==> config.mk <==
export PLATFORM = sky130hd
export DESIGN_NAME = dac_par_seq
export DESIGN_NICKNAME = d
export VERILOG_FILES = /design/src/rtl/dac_par_pkg.sv /design/src/rtl/hold_timer.sv /design/src/rtl/dac_par_seq.sv
export SDC_FILE = /design/constraint.sdc
export NUM_CORES = 1
export LEC_CHECK = 0
export CAP_MARGIN = 40
export CORE_ASPECT_RATIO = 0.8
export CORE_MARGIN = 2
export CORE_UTILIZATION = 42
export CTS_CLUSTER_SIZE = 40
export DETAILED_ROUTE_END_ITERATION = 6
export GPL_TIMING_DRIVEN = 0
export HOLD_SLACK_MARGIN = 0.05
export PLACE_DENSITY = 0.75
export SYNTH_ARGS = -nofsm -noshare
export SYNTH_HDL_FRONTEND = slang
export SYNTH_SLANG_ARGS = --single-unit
==> constraint.sdc <==
create_clock -name FPGA_CLK_I -period 1.5 [get_ports FPGA_CLK_I]
set_input_delay 0.3 -clock FPGA_CLK_I [delete_from_list [all_inputs] [get_ports FPGA_CLK_I]]
set_output_delay 0.3 -clock FPGA_CLK_I [all_outputs]
set_load 0.02 [all_outputs]
==> src/rtl/dac_par_pkg.sv <==
// Shared constants for the parallel DAC write sequencer: state encoding,
// default geometry/timing and a counter width helper.
package dac_par_pkg;

    localparam int unsigned DEF_DATA_W   = 12;
    localparam int unsigned DEF_NUM_CH   = 4;
    localparam int unsigned DEF_ADDR_W   = 2;
    localparam int unsigned DEF_CS_HOLD  = 1;
    localparam int unsigned DEF_CLR_HOLD = 1;

    // One-hot sequencer states
    typedef enum logic [5:0] {
        StIdle  = 6'b000001,
        StSetup = 6'b000010,
        StCs    = 6'b000100,
        StHold  = 6'b001000,
        StLdac  = 6'b010000,
        StClr   = 6'b100000
    } state_e;

    // Bits needed to hold values 0..max_val (at least 1)
    function automatic int unsigned cnt_width(input int unsigned max_val);
        return (max_val < 2) ? 1 : $clog2(max_val + 1);
    endfunction

endpackage

==> src/rtl/hold_timer.sv <==
// Loadable down-counter with a zero flag. Load has priority over decrement,
// and decrement saturates at zero so the count can never wrap.
module hold_timer #(
    parameter int unsigned WIDTH = 4
) (
    input  logic             FPGA_CLK_I,
    input  logic             RESET_N_I,
    input  logic             load,
    input  logic [WIDTH-1:0] load_val,
    input  logic             dec,
    output logic             zero
);

    logic [WIDTH-1:0] count_q;

    // Count register: sync reset, reload, saturating decrement
    always_ff @(posedge FPGA_CLK_I) begin
        if (!RESET_N_I) begin
            count_q <= '0;
        end else if (load) begin
            count_q <= load_val;
        end else if (dec && (count_q != '0)) begin
            count_q <= count_q - 1'b1;
        end
    end

    assign zero = (count_q == '0);

endmodule

==> src/rtl/dac_par_seq.sv <==
// Parallel-bus DAC write sequencer. Accepts channel writes (immediate or
// deferred), drives the DAC address/data bus and RW/CS/LDAC/CLR strobes,
// and tracks which channels hold staged-but-unloaded data.
module dac_par_seq
    import dac_par_pkg::*;
#(
    parameter int unsigned DATA_W   = DEF_DATA_W,
    parameter int unsigned NUM_CH   = DEF_NUM_CH,
    parameter int unsigned ADDR_W   = DEF_ADDR_W,
    parameter int unsigned CS_HOLD  = DEF_CS_HOLD,
    parameter int unsigned CLR_HOLD = DEF_CLR_HOLD
) (
    input  logic              FPGA_CLK_I,
    input  logic              RESET_N_I,
    input  logic              VALID_I,
    output logic              READY_O,
    input  logic [DATA_W-1:0] DATA_I,
    input  logic [ADDR_W-1:0] ADDR_I,
    input  logic              MODE_I,
    input  logic              LOAD_I,
    input  logic              CLR_I,
    output logic              BUSY_O,
    output logic              DONE_O,
    output logic              ERR_O,
    output logic [NUM_CH-1:0] PENDING_O,
    output logic [ADDR_W-1:0] AD_O,
    output logic [DATA_W-1:0] DB_O,
    output logic              RW_N_O,
    output logic              CS_N_O,
    output logic              LDAC_N_O,
    output logic              CLR_N_O
);

    if (CS_HOLD < 1) begin : g_bad_cs_hold
        $error("dac_par_seq: CS_HOLD must be at least 1");
    end
    if (CLR_HOLD < 1) begin : g_bad_clr_hold
        $error("dac_par_seq: CLR_HOLD must be at least 1");
    end
    if (NUM_CH > (1 << ADDR_W)) begin : g_bad_num_ch
        $error("dac_par_seq: NUM_CH does not fit in ADDR_W address bits");
    end

    // Timers are loaded with HOLD-1: the state exits in the cycle the timer reads zero
    localparam int unsigned CS_W  = cnt_width(CS_HOLD);
    localparam int unsigned CLR_W = cnt_width(CLR_HOLD);
    localparam logic [CS_W-1:0]  CS_RELOAD  = CS_W'(CS_HOLD - 1);
    localparam logic [CLR_W-1:0] CLR_RELOAD = CLR_W'(CLR_HOLD - 1);

    state_e            state_q;
    logic [ADDR_W-1:0] ad_q;
    logic [DATA_W-1:0] db_q;
    logic              mode_q;
    logic              rw_n_q, cs_n_q, ldac_n_q, clr_n_q;
    logic [NUM_CH-1:0] pending_q;
    logic              done_q, err_q;

    logic              addr_ok;
    logic [NUM_CH-1:0] chan_mask;
    logic              cs_load, cs_dec, cs_zero;
    logic              clr_load, clr_dec, clr_zero;

    assign addr_ok   = (32'(ADDR_I) < NUM_CH);
    assign chan_mask = NUM_CH'(1) << ad_q;

    // Timer reload coincides with the edge that enters CS / CLR
    assign cs_load  = (state_q == StSetup);
    assign cs_dec   = (state_q == StCs);
    assign clr_load = (state_q == StIdle) && CLR_I;
    assign clr_dec  = (state_q == StClr);

    hold_timer #(
        .WIDTH (CS_W)
    ) u_cs_timer (
        .FPGA_CLK_I (FPGA_CLK_I),
        .RESET_N_I  (RESET_N_I),
        .load       (cs_load),
        .load_val   (CS_RELOAD),
        .dec        (cs_dec),
        .zero       (cs_zero)
    );

    hold_timer #(
        .WIDTH (CLR_W)
    ) u_clr_timer (
        .FPGA_CLK_I (FPGA_CLK_I),
        .RESET_N_I  (RESET_N_I),
        .load       (clr_load),
        .load_val   (CLR_RELOAD),
        .dec        (clr_dec),
        .zero       (clr_zero)
    );

    // Sequencer: strobes are set on the same edge as the state they belong to
    always_ff @(posedge FPGA_CLK_I) begin
        if (!RESET_N_I) begin
            state_q   <= StIdle;
            ad_q      <= '0;
            db_q      <= '0;
            mode_q    <= 1'b0;
            rw_n_q    <= 1'b1;
            cs_n_q    <= 1'b1;
            ldac_n_q  <= 1'b1;
            clr_n_q   <= 1'b1;
            pending_q <= '0;
            done_q    <= 1'b0;
            err_q     <= 1'b0;
        end else begin
            done_q <= 1'b0;
            err_q  <= 1'b0;
            unique case (state_q)
                StIdle: begin
                    if (CLR_I) begin
                        state_q <= StClr;
                        clr_n_q <= 1'b0;
                    end else if (LOAD_I) begin
                        state_q  <= StLdac;
                        ldac_n_q <= 1'b0;
                    end else if (VALID_I) begin
                        if (addr_ok) begin
                            state_q <= StSetup;
                            ad_q    <= ADDR_I;
                            db_q    <= DATA_I;
                            mode_q  <= MODE_I;
                            rw_n_q  <= 1'b0;
                        end else begin
                            err_q <= 1'b1;
                        end
                    end
                end
                StSetup: begin
                    state_q <= StCs;
                    cs_n_q  <= 1'b0;
                end
                StCs: begin
                    if (cs_zero) begin
                        state_q <= StHold;
                        cs_n_q  <= 1'b1;
                    end
                end
                StHold: begin
                    rw_n_q <= 1'b1;
                    if (mode_q) begin
                        state_q   <= StIdle;
                        done_q    <= 1'b1;
                        pending_q <= pending_q | chan_mask;
                    end else begin
                        state_q  <= StLdac;
                        ldac_n_q <= 1'b0;
                    end
                end
                StLdac: begin
                    state_q   <= StIdle;
                    ldac_n_q  <= 1'b1;
                    pending_q <= '0;
                    done_q    <= 1'b1;
                end
                StClr: begin
                    if (clr_zero) begin
                        state_q   <= StIdle;
                        clr_n_q   <= 1'b1;
                        pending_q <= '0;
                        done_q    <= 1'b1;
                    end
                end
                default: begin
                    state_q  <= StIdle;
                    rw_n_q   <= 1'b1;
                    cs_n_q   <= 1'b1;
                    ldac_n_q <= 1'b1;
                    clr_n_q  <= 1'b1;
                end
            endcase
        end
    end

    assign READY_O   = RESET_N_I && (state_q == StIdle) && !CLR_I && !LOAD_I;
    assign BUSY_O    = (state_q != StIdle);
    assign DONE_O    = done_q;
    assign ERR_O     = err_q;
    assign PENDING_O = pending_q;
    assign AD_O      = ad_q;
    assign DB_O      = db_q;
    assign RW_N_O    = rw_n_q;
    assign CS_N_O    = cs_n_q;
    assign LDAC_N_O  = ldac_n_q;
    assign CLR_N_O   = clr_n_q;

endmodule

After elaboration in Yosys (flattened, before gate mapping)

Index checks and enable logic that the tools add are counted.

Register bits: 32
Output and inout port bits: 26
Logic and storage cells: 88

Add/sub/neg operators: 2
Equal/unequal tests: 17
Shifts and indexed selects: 1
Muxes and demuxes: 26
Bitwise gates (word level): 8
Reduce and logical (&&, ||, !) cells: 22

Operators by type and width:

| cell                                                | count |
|---|---|
| two-way mux 6 bit                                   | 5 |
| case mux 6 bit (5 select lines)                     | 1 |
| != test 2 bit, second input constant                | 9 |
| case mux 1 bit (3 select lines)                     | 4 |
| case mux 4 bit (3 select lines)                     | 1 |
| AND reduction 4 bit                                 | 3 |
| OR reduction 4 bit                                  | 3 |
| two-way mux 1 bit                                   | 11 |
| AND reduction 3 bit                                 | 3 |
| two-way mux 4 bit                                   | 2 |
| NOT 1 bit                                           | 7 |
| equality test 6 x 1 -> 1 bit, second input constant | 1 |
| equality test 6 x 2 -> 1 bit, second input constant | 1 |
| equality test 6 x 3 -> 1 bit, second input constant | 1 |
| equality test 6 x 4 -> 1 bit, second input constant | 1 |
| equality test 6 x 5 -> 1 bit, second input constant | 1 |
| equality test 6 bit, second input constant          | 1 |
| logical AND 1 bit                                   | 6 |
| != test 6 x 1 -> 1 bit, second input constant       | 1 |
| two-way mux 5 bit                                   | 1 |
| != test 4 bit, second input constant                | 1 |
| bitwise OR 4 bit                                    | 1 |
| OR reduction 2 bit                                  | 2 |
| left shift 1 x 2 -> 4 bit, first input constant     | 1 |
| other kinds (6)                                     | 8 |

Depth between registers and ports, before layout

Depth in word-level cells: 4
Gate-level depth with buffers: 7
Gate-level depth less buffers: 5

Modules after synthesis

From an unflattened synthesis, not the netlist that was laid out.

Cells, all modules: 183
Area total of the unflattened synthesis: 1591.5 µm²

Modules (own cells, without submodules):

| module      | instances | cells each | area an instance (µm²) |
|---|---|---|---|
| dac_par_seq | 1         | 173        | 1493.9 |
| hold_timer  | 2         | 5          | 48.8 |

Worst setup path before layout

Ideal clock, no wire load.

Path type: register to output
Start: register state_q[2]
End: output READY_O
Arrival: 1.359 ns
Required time: 1.200 ns
Setup slack: -0.159 ns
Stages on the path, launching flop included: 6
Cell sequence: dfxtp_1 buf_2 nor4_2 and2_1 buf_2 and3_1

Longest elaborated chain between the ends: 4

Ends and longest elaborated chain:

| item                           | RTL line           | RTL |
|---|---|---|
| start, declared                | dac_par_seq.sv:50  | `state_e state_q;` |
| start signal, assigned         | dac_par_seq.sv:97  | `state_q <= StIdle;` |
| start signal, assigned         | dac_par_seq.sv:114 | `state_q <= StClr;` |
| start signal, assigned         | dac_par_seq.sv:117 | `state_q <= StLdac;` |
| equality test 6 x 1 -> 1 bit   | dac_par_seq.sv:177 | `assign READY_O = RESET_N_I && (state_q == StIdle) && !CLR_I && !LOAD_I;` |
| logical AND 1 bit (3 in a row) | dac_par_seq.sv:177 |  |
| end, declared                  | dac_par_seq.sv:16  | `output logic READY_O,` |

No other way between the ends.

Worst setup path after layout

Start: register state_q[5]
End: output READY_O

The elaborated chain is that of the path after synthesis.

==> flow_metrics.py <==
metrics = {
    "global_routing": {
        "grt_max_degree": 11,
        "grt_first_pass_wirelength_mm": 7.079,
        "grt_pass1_vias": 1454,
        "grt_use_total_pct": 21.86,
        "grt_antenna_before_repair": 0,
        "overflow": 0,
    },
    "sta": {
        "clock_skew_ns": 0.006466,
        "period_minus_slack_ns": 1.818,
        "slew_violations": 0,
        "fin_crit_sh_pct": 121.2,
        "relSlewSlack_pct": 65.21,
        "rsz0062_at_grt": "yes",
        "worst_slack_ns": -0.3182,
        "worst_pin_slew_ns": 0.5174,
        "finalSetupViolations": 24,
        "fmaxAchievable_mhz": 550.0,
        "hold_violations": 0,
        "holdWs_ns": 0.4559,
        "tns_ns": -2.676,
    },
    "synthesis": {
        "synth_area_um2": 1553,
        "synth_adder_area_share_pct": 0,
        "muxShareOfSynthArea_pct": 9.670,
        "synth_compound_area_share_pct": 13.62,
        "ys_seq_area_share_pct": 41.26,
        "synthArstFlopShare_pct": 0,
        "avgSynthCellArea_um2": 9.242,
        "synth_edf_count": 0,
        "synth-xor-area-share_pct": 1.692,
        "yosys.area_share.simple_pct": 26.35,
        "syn_inst": 168,
        "synth_ff_type": "dfxtp_1",
        "synth_top_family_by_area": "simple AND/OR/NAND/NOR gates",
        "ys_types": 47,
        "ys_seq_elements": 32,
        "synth_nets": 188,
        "synth_top_area_share_pct": 41.26,
        "yosys_warnings": 0,
        "yosys-top-cells-area": "dfxtp_1, mux2i_1, nor2_1",
        "yosys.area.top_type": "dfxtp_1",
    },
    "run": {
        "maxCapViolations": 0,
    },
    "floorplanning": {
        "core_um2": 3495,
        "start_util_pct": 44.43,
        "io_pins": 46,
        "dieWidth_um": 71.98,
        "die_h_um": 58.39,
        "rows": 19,
        "die_area_um2": 4203,
    },
    "clock_tree": {
        "path_clk_slew_ns": 0.06,
        "cts_made_buffers": 5,
        "clkLatencyLatePin_ns": 0.29,
        "clockBufferDepth": 2,
        "cts.root.buffer_cell": "clkbuf_8",
        "hold_buffers": 0,
        "clock-sinks": 32,
        "cts_max_level": 2,
        "cts_tree": "built",
    },
    "critical_path": {
        "end_kind": "primary output",
        "ff2ff_setup_slack_ns": -0.24,
        "r2r_start": "state_q[2]",
        "critPathKind": "reg -> out",
        "cp.required_ns": 1.20,
        "cp.arrival_ns": 1.52,
        "cp-start-kind": "flip-flop",
        "path_max_fanout": 4,
        "rr_endpoint": "state_q[0]",
        "reg2regPathDepth": 5,
    },
    "final_layout": {
        "antennaDiodeCount": 0,
        "final_common_cell": "dfxtp_1",
        "final_cells": 279,
        "layout.nets": 256,
        "drive_gt1_share_pct": 29.11,
        "fill_cells": 241,
        "area_growth_pct": 57.45,
        "layout_common_cells": "dfxtp_1, nor2_1, dlygate4sd2_1",
        "postLayoutCellArea_um2": 2445,
    },
    "place": {
        "dpl-instance-area_um2": 2068,
        "gp_congestion": 0.9022,
        "post-place-cells": 253,
        "port_buffers": 43,
        "pre_cts_slack_ns": -0.7186,
        "dpl.hpwl_mm": 2.955,
    },
    "hold_path": {
        "min_to": "CLR_N_O",
        "min_path_type": "in -> reg",
        "hold_depth": 2,
        "worstHoldStart": "RESET_N_I",
    },
    "routing": {
        "ant_nets": 0,
        "first_pass_iters": 4,
        "vias": 1556,
        "drt_iter0_markers": 168,
        "routed_wirelength_mm": 4.879,
        "drt-vias-per-instance": 5.577,
        "remaining_drc_errors": 0,
        "wire_per_inst_um": 17.49,
    },
    "outcome": {
        "violations": "negative setup slack",
        "outcome": "finished, violations left",
    },
    "power_and_ir_drop": {
        "vdd_drop_max_mv": 0.6745,
        "p_per_area_nw_per_um2": 872.0,
        "leakagePower_nw": 1.147,
    },
}
[synthesized netlist by cell type (3+ instances only)]
cell and count:
a211o_1 4, a21oi_1 5, and3_1 4, buf_2 5
clkbuf_1 3, dfxtp_1 32, inv_1 9, mux2i_1 15
nand2_1 7, nor2_1 26, nor3_1 6, nor4_1 3
[cells by family (layout without fill, tap and decap cells)]
logic type | Yosys count | in the layout
compound gates | 27 | 27
xor+xnor | 3 | 3
buf+inv | 22 | 91
flops | 32 | 32
mux | 15 | 15
other cells | 1 | 1
simple gates | 68 | 68
[per-stage QoR]
step,power [mW],utilization (%)
floorplan,1.199,-
global placement,1.349,59.18
detailed placement,1.360,59.18
CTS,2.092,66.13
global route,2.226,69.96
finish,2.132,69.96
[state kept, by name, indices dropped and copies added, names as in the netlist]
name	count
AD_O	2
PENDING_O	4
state_q	6
CLR_N_O	1
DONE_O	1
RW_N_O	1
mode_q	1
CS_N_O	1
u_cs_timer.count_q	1
DB_O	12
LDAC_N_O	1
u_clr_timer.count_q	1
[what timing repair did]
action                                  CTS  global route
endpoints found under the setup margin   50            32
gates resized for setup                  54            27
buffers inserted                         13             7
pin swaps                                10            10
hold endpoints to repair                  0             0
[worst max-delay path by stage]
stage,start,endpoint,slack (ns),depth (start not counted)
after floorplan,state_q[0],state_q[0],-0.06,5
after global placement,CLR_I,READY_O,-0.73,4
after detailed placement,CLR_I,READY_O,-0.72,4
after CTS,state_q[5],READY_O,-0.32,5
after global routing,state_q[5],READY_O,-0.37,5
final,state_q[5],READY_O,-0.32,5
[critical path, cell delays in order, from the launching register on]
cell	delay (ns)
dfxtp_4	0.35
nor4_4	0.30
and2_4	0.19
buf_6	0.10
and3_4	0.18
buf_6	0.11
[layout make-up]
class / instances / area, um2 / area share, %
Tap cell: 42 / 52.55 / 2.149
Sequential cell: 32 / 660.6 / 27.02
Clock inverter: 2 / 10.01 / 0.4094
Buffer: 10 / 95.09 / 3.889
Clock buffer: 6 / 82.58 / 3.378
Multi-Input combinational cell: 114 / 924.6 / 37.82
Timing Repair Buffer: 63 / 581.8 / 23.80
Inverter: 10 / 37.54 / 1.535
[per-layer routing]
metal / up-vias / part of all wire (%) / GRT usage (%)
met5: - / 0 / 0
met4: 0 / 1.8 / 8.086
met3: 9 / 6.0 / 4.110
met2: 60 / 50 / 35.71
met1: 747 / 42 / 29.07
li1: 740 / - / -
[where the power goes]
part / internal (mW) / switching [mW]
clock: 0.366 / 0.321
sequential: 0.880 / 0.0292
combinational: 0.276 / 0.260
Note: power is estimated with default switching activity, not from simulation.
